==> src/rtl/axis_64to32.sv <==
// axis_64to32: 64-bit to 32-bit AXI-Stream width down-converter.
// Emits the low word first; TUSER is latched on the first beat of each packet.
module axis_64to32 #(
  parameter int USER_W = 32
) (
  input  logic              AXIS_ACLK,
  input  logic              AXIS_ARESET,
  input  logic              S_AXIS_TVALID,
  output logic              S_AXIS_TREADY,
  input  logic [63:0]       S_AXIS_TDATA,
  input  logic [1:0]        S_AXIS_TKEEP,
  input  logic              S_AXIS_TLAST,
  input  logic [USER_W-1:0] S_AXIS_TUSER,
  output logic              M_AXIS_TVALID,
  input  logic              M_AXIS_TREADY,
  output logic [31:0]       M_AXIS_TDATA,
  output logic              M_AXIS_TLAST,
  output logic [USER_W-1:0] M_AXIS_TUSER,
  output logic              PROTO_ERR
);

  typedef enum logic [1:0] {
    IDLE = 2'd0,
    LO   = 2'd1,
    HI   = 2'd2
  } state_e;

  state_e              state_q, state_d;
  logic [63:0]         data_q, data_d;
  logic                last_q, last_d;
  logic                hi_q, hi_d;
  logic [USER_W-1:0]   user_q, user_d;
  logic                in_pkt_q, in_pkt_d;
  logic                err_q, err_d;
  logic                s_xfr, m_xfr;

  assign s_xfr = S_AXIS_TVALID & S_AXIS_TREADY;
  assign m_xfr = M_AXIS_TVALID & M_AXIS_TREADY;

  always_comb begin
    S_AXIS_TREADY = 1'b0;
    M_AXIS_TVALID = 1'b0;
    M_AXIS_TDATA  = data_q[31:0];
    M_AXIS_TLAST  = 1'b0;
    unique case (state_q)
      IDLE: S_AXIS_TREADY = 1'b1;
      LO: begin
        S_AXIS_TREADY = ~hi_q & M_AXIS_TREADY;
        M_AXIS_TVALID = 1'b1;
        M_AXIS_TLAST  = last_q & ~hi_q;
      end
      HI: begin
        S_AXIS_TREADY = M_AXIS_TREADY;
        M_AXIS_TVALID = 1'b1;
        M_AXIS_TDATA  = data_q[63:32];
        M_AXIS_TLAST  = last_q;
      end
      default: ;
    endcase
  end

  assign M_AXIS_TUSER = user_q;
  assign PROTO_ERR    = err_q;

  always_comb begin
    state_d  = state_q;
    data_d   = data_q;
    last_d   = last_q;
    hi_d     = hi_q;
    user_d   = user_q;
    in_pkt_d = in_pkt_q;
    err_d    = err_q;
    if (s_xfr) begin
      data_d   = S_AXIS_TDATA;
      last_d   = S_AXIS_TLAST;
      hi_d     = S_AXIS_TKEEP[1] | ~S_AXIS_TLAST;
      in_pkt_d = ~S_AXIS_TLAST;
      err_d    = err_q | (~S_AXIS_TLAST & ~S_AXIS_TKEEP[1]);
      if (!in_pkt_q) user_d = S_AXIS_TUSER;
    end
    unique case (state_q)
      IDLE: if (s_xfr) state_d = LO;
      LO: begin
        if (m_xfr) begin
          if (hi_q)       state_d = HI;
          else if (s_xfr) state_d = LO;
          else            state_d = IDLE;
        end
      end
      HI: if (m_xfr) state_d = s_xfr ? LO : IDLE;
      default: state_d = IDLE;
    endcase
  end

  always_ff @(posedge AXIS_ACLK) begin
    if (AXIS_ARESET) begin
      state_q  <= IDLE;
      data_q   <= '0;
      last_q   <= 1'b0;
      hi_q     <= 1'b0;
      user_q   <= '0;
      in_pkt_q <= 1'b0;
      err_q    <= 1'b0;
    end else begin
      state_q  <= state_d;
      data_q   <= data_d;
      last_q   <= last_d;
      hi_q     <= hi_d;
      user_q   <= user_d;
      in_pkt_q <= in_pkt_d;
      err_q    <= err_d;
    end
  end

endmodule
==> config.mk <==
export PLATFORM = sky130hd
export DESIGN_NAME = axis_64to32
export DESIGN_NICKNAME = d
export VERILOG_FILES = /design/src/rtl/axis_64to32.sv
export SDC_FILE = /design/constraint.sdc
export NUM_CORES = 1
export LEC_CHECK = 0
export CELL_PAD_IN_SITES_DETAIL_PLACEMENT = 0
export CELL_PAD_IN_SITES_GLOBAL_PLACEMENT = 2
export CORE_MARGIN = 5
export CORE_UTILIZATION = 25
export CTS_BUF_LIST = sky130_fd_sc_hd__clkbuf_8 sky130_fd_sc_hd__clkbuf_16
export DETAILED_ROUTE_END_ITERATION = 8
export GPL_TIMING_DRIVEN = 0
export HOLD_SLACK_MARGIN = 0.03
export PLACE_DENSITY_LB_ADDON = 0.1
export REMOVE_ABC_BUFFERS = 1
export SYNTH_ARGS = -nofsm -noshare
export SYNTH_HDL_FRONTEND = slang
export SYNTH_SLANG_ARGS = --single-unit
==> constraint.sdc <==
create_clock -name AXIS_ACLK -period 3.4 [get_ports AXIS_ACLK]
set_input_delay 0.51 -clock AXIS_ACLK [delete_from_list [all_inputs] [get_ports AXIS_ACLK]]
set_output_delay 0.51 -clock AXIS_ACLK [all_outputs]
set_load 0.01 [all_outputs]
Yosys cells after proc, flatten, opt, wreduce, memory -nomap -nowiden
Cells that the tools add are included.
- equality and inequality tests: 5
- muxes and demuxes: 10
- reductions and logical operators: 4
- bitwise operators: 11
- operators by type and width (operator ; number):
    32-bit 2-to-1 mux ; 1
    2-bit 2-to-1 mux ; 4
    2-bit inequality test, second input constant ; 3
    2-bit case mux with 3 select lines ; 1
    1-bit AND ; 5
    1-bit inverter ; 4
    1-bit case mux with 3 select lines ; 1
    3-bit AND reduction ; 1
    2-bit by 1-bit == test with 1-bit output, second input constant ; 1
    2-bit == test, second input constant ; 1
    2-bit zero test ; 1
    1-bit 2-to-1 mux ; 2
    1-bit bitwise OR ; 2
    1-bit case mux with 2 select lines ; 1
    2-bit AND reduction ; 1
    2-bit OR reduction ; 1
- word-level logic and storage cells: 37
- flip-flop bits (word level): 102
- bits of input ports: 103

Longest topological paths before layout
Gate-level depths: netlist of run 1.
- word-level depth: 8
- depth in mapped cells: 9
- gate-level depth less buffers: 6

Worst setup path after synthesis of run 1
No wires, ideal clock.
- kind: register to output
- start point: register state_q[0]
- end point: output M_AXIS_TDATA[0]
- data required time: 2.890 ns
- slack: 1.487 ns
- arrival: 1.403 ns
- cell stages (with the launch flop): 6
- path buffers: 2
- cells stage by stage: dfxtp_1 -> inv_1 -> ha_1 -> buf_4 -> clkbuf_1 -> mux2_2
- cells in the longest elaborated chain, start to end: 2
- RTL lines (element ; RTL line ; text):
    start: declaration ; 28 ; state_e state_q, state_d;
    start signal: assignment ; 105 ; state_q <= state_d;
    2-bit == test ; 45 ; unique case (state_q)
    32-bit 2-to-1 mux ; 45 ;
    end: declaration ; 16 ; output logic [31:0] M_AXIS_TDATA,
No other way between the ends.

Worst setup path in the final report of run 1
- start point: register state_q[0]
- end point: output M_AXIS_TDATA[28]
Same word-level chain as after synthesis.

==> metrics.txt, run 1 <==
achievable frequency=348 MHz; class of the worst hold path=reg -> reg; post-layout util=between 30% and 40%; CTS Sinks=102; worst skew pair latency=between 0.3 and 0.4 ns; initial antenna violation count=0; Routed wire per std cell=14.3 µm; top-count cell post-synth=nand2_1; Crit path max-delay family=buffers and inverters; I/O Buffers=169; Least-Margin Pin Slew=1.12 ns; cell type with the highest aggregate area in the netlist=dfxtp_1; setup TNS=0 ns; Post-synth EDFFs=0; CTS tree=built; number of global-route vias before repair=around 3800; Critical Path Source Type=register; Tot Pwr=approximately 3.3 mW; Tmin final=2.88 ns; syn avg cell area=approximately 8.3 µm²; Post-synth ARST share=0%; routed vias=3757; PnR worst setup slack=0.524 ns; area share of the largest cell type after synthesis=49.9%; hpwl dp=8570 µm; initial drt markers=140; Crit Path Class=reg -> out; mux cell area share after synthesis=8.80%; Primary FF master, synth=dfxtp_1; drt pass-1 iters=4; post-synthesis sequential area ratio=49.9%; GRT overflow=0; die height=138 µm; synth warn=0; slowest CP cell=clkdlybuf4s50_1; H-tree levels=3; Synth Area in XOR/XNOR=0%; FP Rows=46; synth top area cells=dfxtp_1 (50%), nand2_1 (18%), a21oi_1 (12%); ant diodes=0; Synth cell types=30; Synth Cell Area=4100 µm²; Placer Congestion=approximately 0.73; area share of fa/ha/maj cells after synthesis=approximately 1.2%; Tcrit/Tclk final=84.6%; synth cell count leaders=nand2_1 (196), dfxtp_1 (102), a21oi_1 (99), mux2_2 (32), clkbuf_1 (15); largest net degree at the start of global routing=86; Via density=4.33; Post-Synth Simple-Gate Area=20.4%; Setup Skew=0.00503 ns; P_leak=2.35 nW; largest family of logic cells by synthesized area=simple AND/OR/NAND/NOR gates; root buffer cell=clkbuf_16; post-CTS setup buffers=0; Yosys reg bits=just over 100; hold buffers post-CTS=0; Synth Instances=495; crit-path max cell delay=just over 0.5 ns; Final Hold Vio Count=0; Setup WS pre-CTS=0.577 ns; Max-slew headroom=25.4%; RSZ-0062 raised after global routing=false; Total Routing Usage GR=roughly an eighth; crit-path cells=inv_1 > ha_2 > buf_12 > mux2_2 > clkdlybuf4s50_1; CP Max Fanout=21; Detail Route Antenna Nets=0; worst-case clock buffer depth=2; first-pass GRT wire length=19000 µm; crit path capture type=primary output; worst vdd ir=0.000229 V; I/O pin cnt=roughly 170; Die X=between 100 and 150 µm; Placeable Area=16000 µm²; Die ar.=19000 µm²; Initial Utilization=25.6%; CTS Buf Count=9; crit path buf inv count=3; Post-Route WL=~12000 µm; PwrDens=520 nW/µm²; fraction of layout cells with a size suffix above 1=9.66%; outcome=finished, final reports clean; final setup fails=0; complex-gate fraction of the synthesized area=between 10% and 20%; clk slew on worst S/H paths=0.06 ns; Area Overhead vs Synth=55.5%; Max-Cap Viols=0; Slew Viols, Final=0; Fillers=roughly 1600; post-CTS sizing=0; Crit path required time=2.89 ns; DRC violations left=0; CP arrival=2.37 ns; layout net count=755
## cell families after synthesis
family / after synthesis
multiplexers: 32
buffers and inverters: 37
adder cells (fa/ha/maj): 4
AO/OA/AOI/OAI: 108
flip-flops: 102
AND/OR/NAND/NOR: 212
## power breakdown
| part | switching (mW) | internal [mW] | leakage [nW] |
|---|---|---|---|
| registers | 0.0521 | 1.31 | 0.837 |
| clock network | 0.442 | 0.785 | 0.178 |
| logic | 0.345 | 0.384 | 1.34 |
| total | 0.839 | 2.47 | 2.35 |
## stage by stage
stage,hold slack (ns),area (µm²),instances
2_1_floorplan,0.426,3900,460
3_3_place_gp,0.438,5860,845
3_5_place_dp,0.445,6020,853
4_1_cts,0.455,6370,868
5_1_grt,0.469,6370,868
6_report,0.452,6370,868
## cells in the final DEF, fill, tap and decap left out, types with 2 or more instances in the layout
cell type        synthesis  layout
nand2_1                196     196
a21oi_1                 99      99
clkdlybuf4s50_1          0     168
dfxtp_1                102     102
inv_1                    2       4
bufinv_16                0       4
mux2_2                  32      32
clkbuf_16                0       9
buf_12                   0       2
buf_16                   0       2
buf_8                    0       3
nor2_1                   6       6
ha_1                     4       3
## routing by layer
layer,global-route usage [%],up-vias,wire (µm)
li1,-,1922,-
met1,13.9,1708,5000
met2,22.6,116,5960
met3,6.10,11,1290
met4,4.12,0,158
met5,0,-,0
## sequential cells by signal, summed over array words and instances (netlist names)
name,cells
hi_q,1
last_q,1
data_q,64
PROTO_ERR,1
M_AXIS_TUSER,32
state_q,2
in_pkt_q,1
## layout make-up
cell class	instances	area [µm²]	area share, %
clock inverters	6	128	2.00
well taps	216	270	4.24
multi-input cells	356	1860	29.1
repair buffers	177	1840	28.9
flip-flops and latches	102	2040	32.1
inverters	2	7.51	0.118
clock buffers	9	225	3.54
## worst min-delay path, cell delays in order (launching register included)
cell and delay, ns:
dfxtp_1 0.31, nand2_1 0.05, a21oi_1 0.05
## path summary, 6_finish.rpt
path,startpoint,to,slack (ns),cells after the start
worst max-delay path,state_q[0],M_AXIS_TDATA[28],0.52,5
worst min-delay path,data_q[36],data_q[36],0.45,2
worst max register to register,state_q[0],data_q[12],0.70,9
worst min register to register,data_q[36],data_q[36],0.45,2
Power figures use the tool's default switching activity.
==> inputs of run 2 (changes only) <==
--- a/config.mk
+++ b/config.mk
@@ -8,7 +8,7 @@
 export CELL_PAD_IN_SITES_DETAIL_PLACEMENT = 0
 export CELL_PAD_IN_SITES_GLOBAL_PLACEMENT = 2
 export CORE_MARGIN = 5
-export CORE_UTILIZATION = 25
+export CORE_UTILIZATION = 23
 export CTS_BUF_LIST = sky130_fd_sc_hd__clkbuf_8 sky130_fd_sc_hd__clkbuf_16
 export DETAILED_ROUTE_END_ITERATION = 8
 export GPL_TIMING_DRIVEN = 0
==> constraint.sdc (replaced) <==
create_clock -name AXIS_ACLK -period 3 [get_ports AXIS_ACLK]
set_input_delay 0.45 -clock AXIS_ACLK [delete_from_list [all_inputs] [get_ports AXIS_ACLK]]
set_output_delay 0.45 -clock AXIS_ACLK [all_outputs]
set_load 0.01 [all_outputs]
==> run 2 against run 1 <==
Against the previous run:
- sequential cell count unchanged
- worst setup slack got worse by 0.22 ns
- via count shrank 0.11%
- sequential power is 13% higher
- worst hold slack worse by 0.0022 ns
- clock power shrank 7%
- die area is 8.1% higher
- core utilization is 3.4 points lower
- critical path type unchanged
==> metrics.txt, run 2 (synthesis gave the netlist of run 1 again) <==
outcome=finished, final reports clean; worst skew pair latency=0.34 ns; Area Overhead vs Synth=54.1%; achievable frequency=371 MHz; Post-Route WL=12700 µm; fraction of layout cells with a size suffix above 1=9.65%; worst vdd ir=0.000250 V; crit path capture type=primary output; final setup fails=0; placed cells=862; Least-Margin Pin Slew=roughly 1.1 ns; Crit Path Class=reg -> out; Final Non-Filler Cells=878; post-layout util=36.4%; initial antenna violation count=0; Routed wire per std cell=14.5 µm; RSZ-0062 raised after global routing=false; Initial Utilization=between 20% and 30%; CTS Buf Count=9; Max-slew headroom=26.0%; Slew Viols, Final=0; CTS tree=built; initial drt markers=158; H-tree levels=3; hpwl dp=between 8000 and 9000 µm; CP arrival=2.24 ns; PnR worst setup slack=0.306 ns; Fillers=1777; Crit path required time=between 2 and 3 ns; setup TNS=0 ns; post-CTS sizing=0; hold buffers post-CTS=0; P_leak=2.32 nW; post-CTS setup buffers=0; Tot Pwr=3.51 mW; Final Cell Area=6310 µm²; most frequent cells in the layout=nand2_1 (196), clkdlybuf4s50_1 (168), dfxtp_1 (102), a21oi_1 (99), mux2_2 (32); placed cell areas=6030 µm²; Die X=143 µm; routed vias=~3800; drt pass-1 iters=4; DRC violations left=0; FP Rows=48; clk slew on worst S/H paths=0.07 ns; Die ar.=20600 µm²; first-pass GRT wire length=20200 µm; Tcrit/Tclk final=89.8%; GRT overflow=0; layout net count=755; class of the worst hold path=reg -> reg; Detail Route Antenna Nets=0; most common cell after layout, fill and taps aside=nand2_1; ant diodes=0; Placeable Area=17400 µm²; Max-Cap Viols=0; Via density=4.27; number of global-route vias before repair=4019; Critical Path Source Type=register; I/O pin cnt=~170; worst-case clock buffer depth=2; largest net degree at the start of global routing=61; PwrDens=556 nW/µm²; Tmin final=2.69 ns; Setup Skew=0.00668 ns; CP Max Fanout=28; Total Routing Usage GR=between 10% and 20%; Final Hold Vio Count=0; Placer Congestion=just over 0.7; CTS Sinks=102; FF-to-FF setup slack=0.66 ns; I/O Buffers=around 170; die height=143 µm; root buffer cell=clkbuf_16; Final Hold Slack=0.450 ns; Setup WS pre-CTS=0.390 ns; Largest register FFs=64; Largest Register=data_q
==> run 2: report_power, final <==
group          leakage, nW  switching [mW]  total [mW]  internal (mW)
registers            0.837          0.0600        1.54           1.48
clock network        0.149           0.509        1.14          0.636
logic                 1.34           0.392       0.828          0.435
==> run 2: routing by layer <==
metal / track usage [%] / wire, µm
met3: 5.62 / 1300
met2: 20.2 / 5720
met4: 5.10 / 285
met5: 0 / 0
met1: 14.3 / 5410
==> run 2: path summary, 6_finish.rpt <==
check / start / endpoint / cells after the start
hold / removal: last_q / last_q / 2
setup reg to reg: state_q[0] / M_AXIS_TUSER[1] / 6
setup / recovery: state_q[0] / M_AXIS_TDATA[30] / 5
hold reg to reg: last_q / last_q / 2
==> run 2: worst max-delay path, stage by stage (launching register included) <==
cell	delay, ns
dfxtp_1	0.34
inv_1	0.09
ha_2	0.34
buf_12	0.25
mux2_2	0.36
clkdlybuf4s50_1	0.51
==> run 2: cell type report <==
class / instances / area, µm² / share of cell area [%]
sequential: 102 / 2040 / 32.3
multi-input combinational: 356 / 1860 / 29.4
timing repair buffer: 177 / 1840 / 29.2
tap: 225 / 282 / 4.46
clock buffer: 9 / 225 / 3.57
clock inverter: 7 / 58.8 / 0.932
inverter: 2 / 7.51 / 0.119
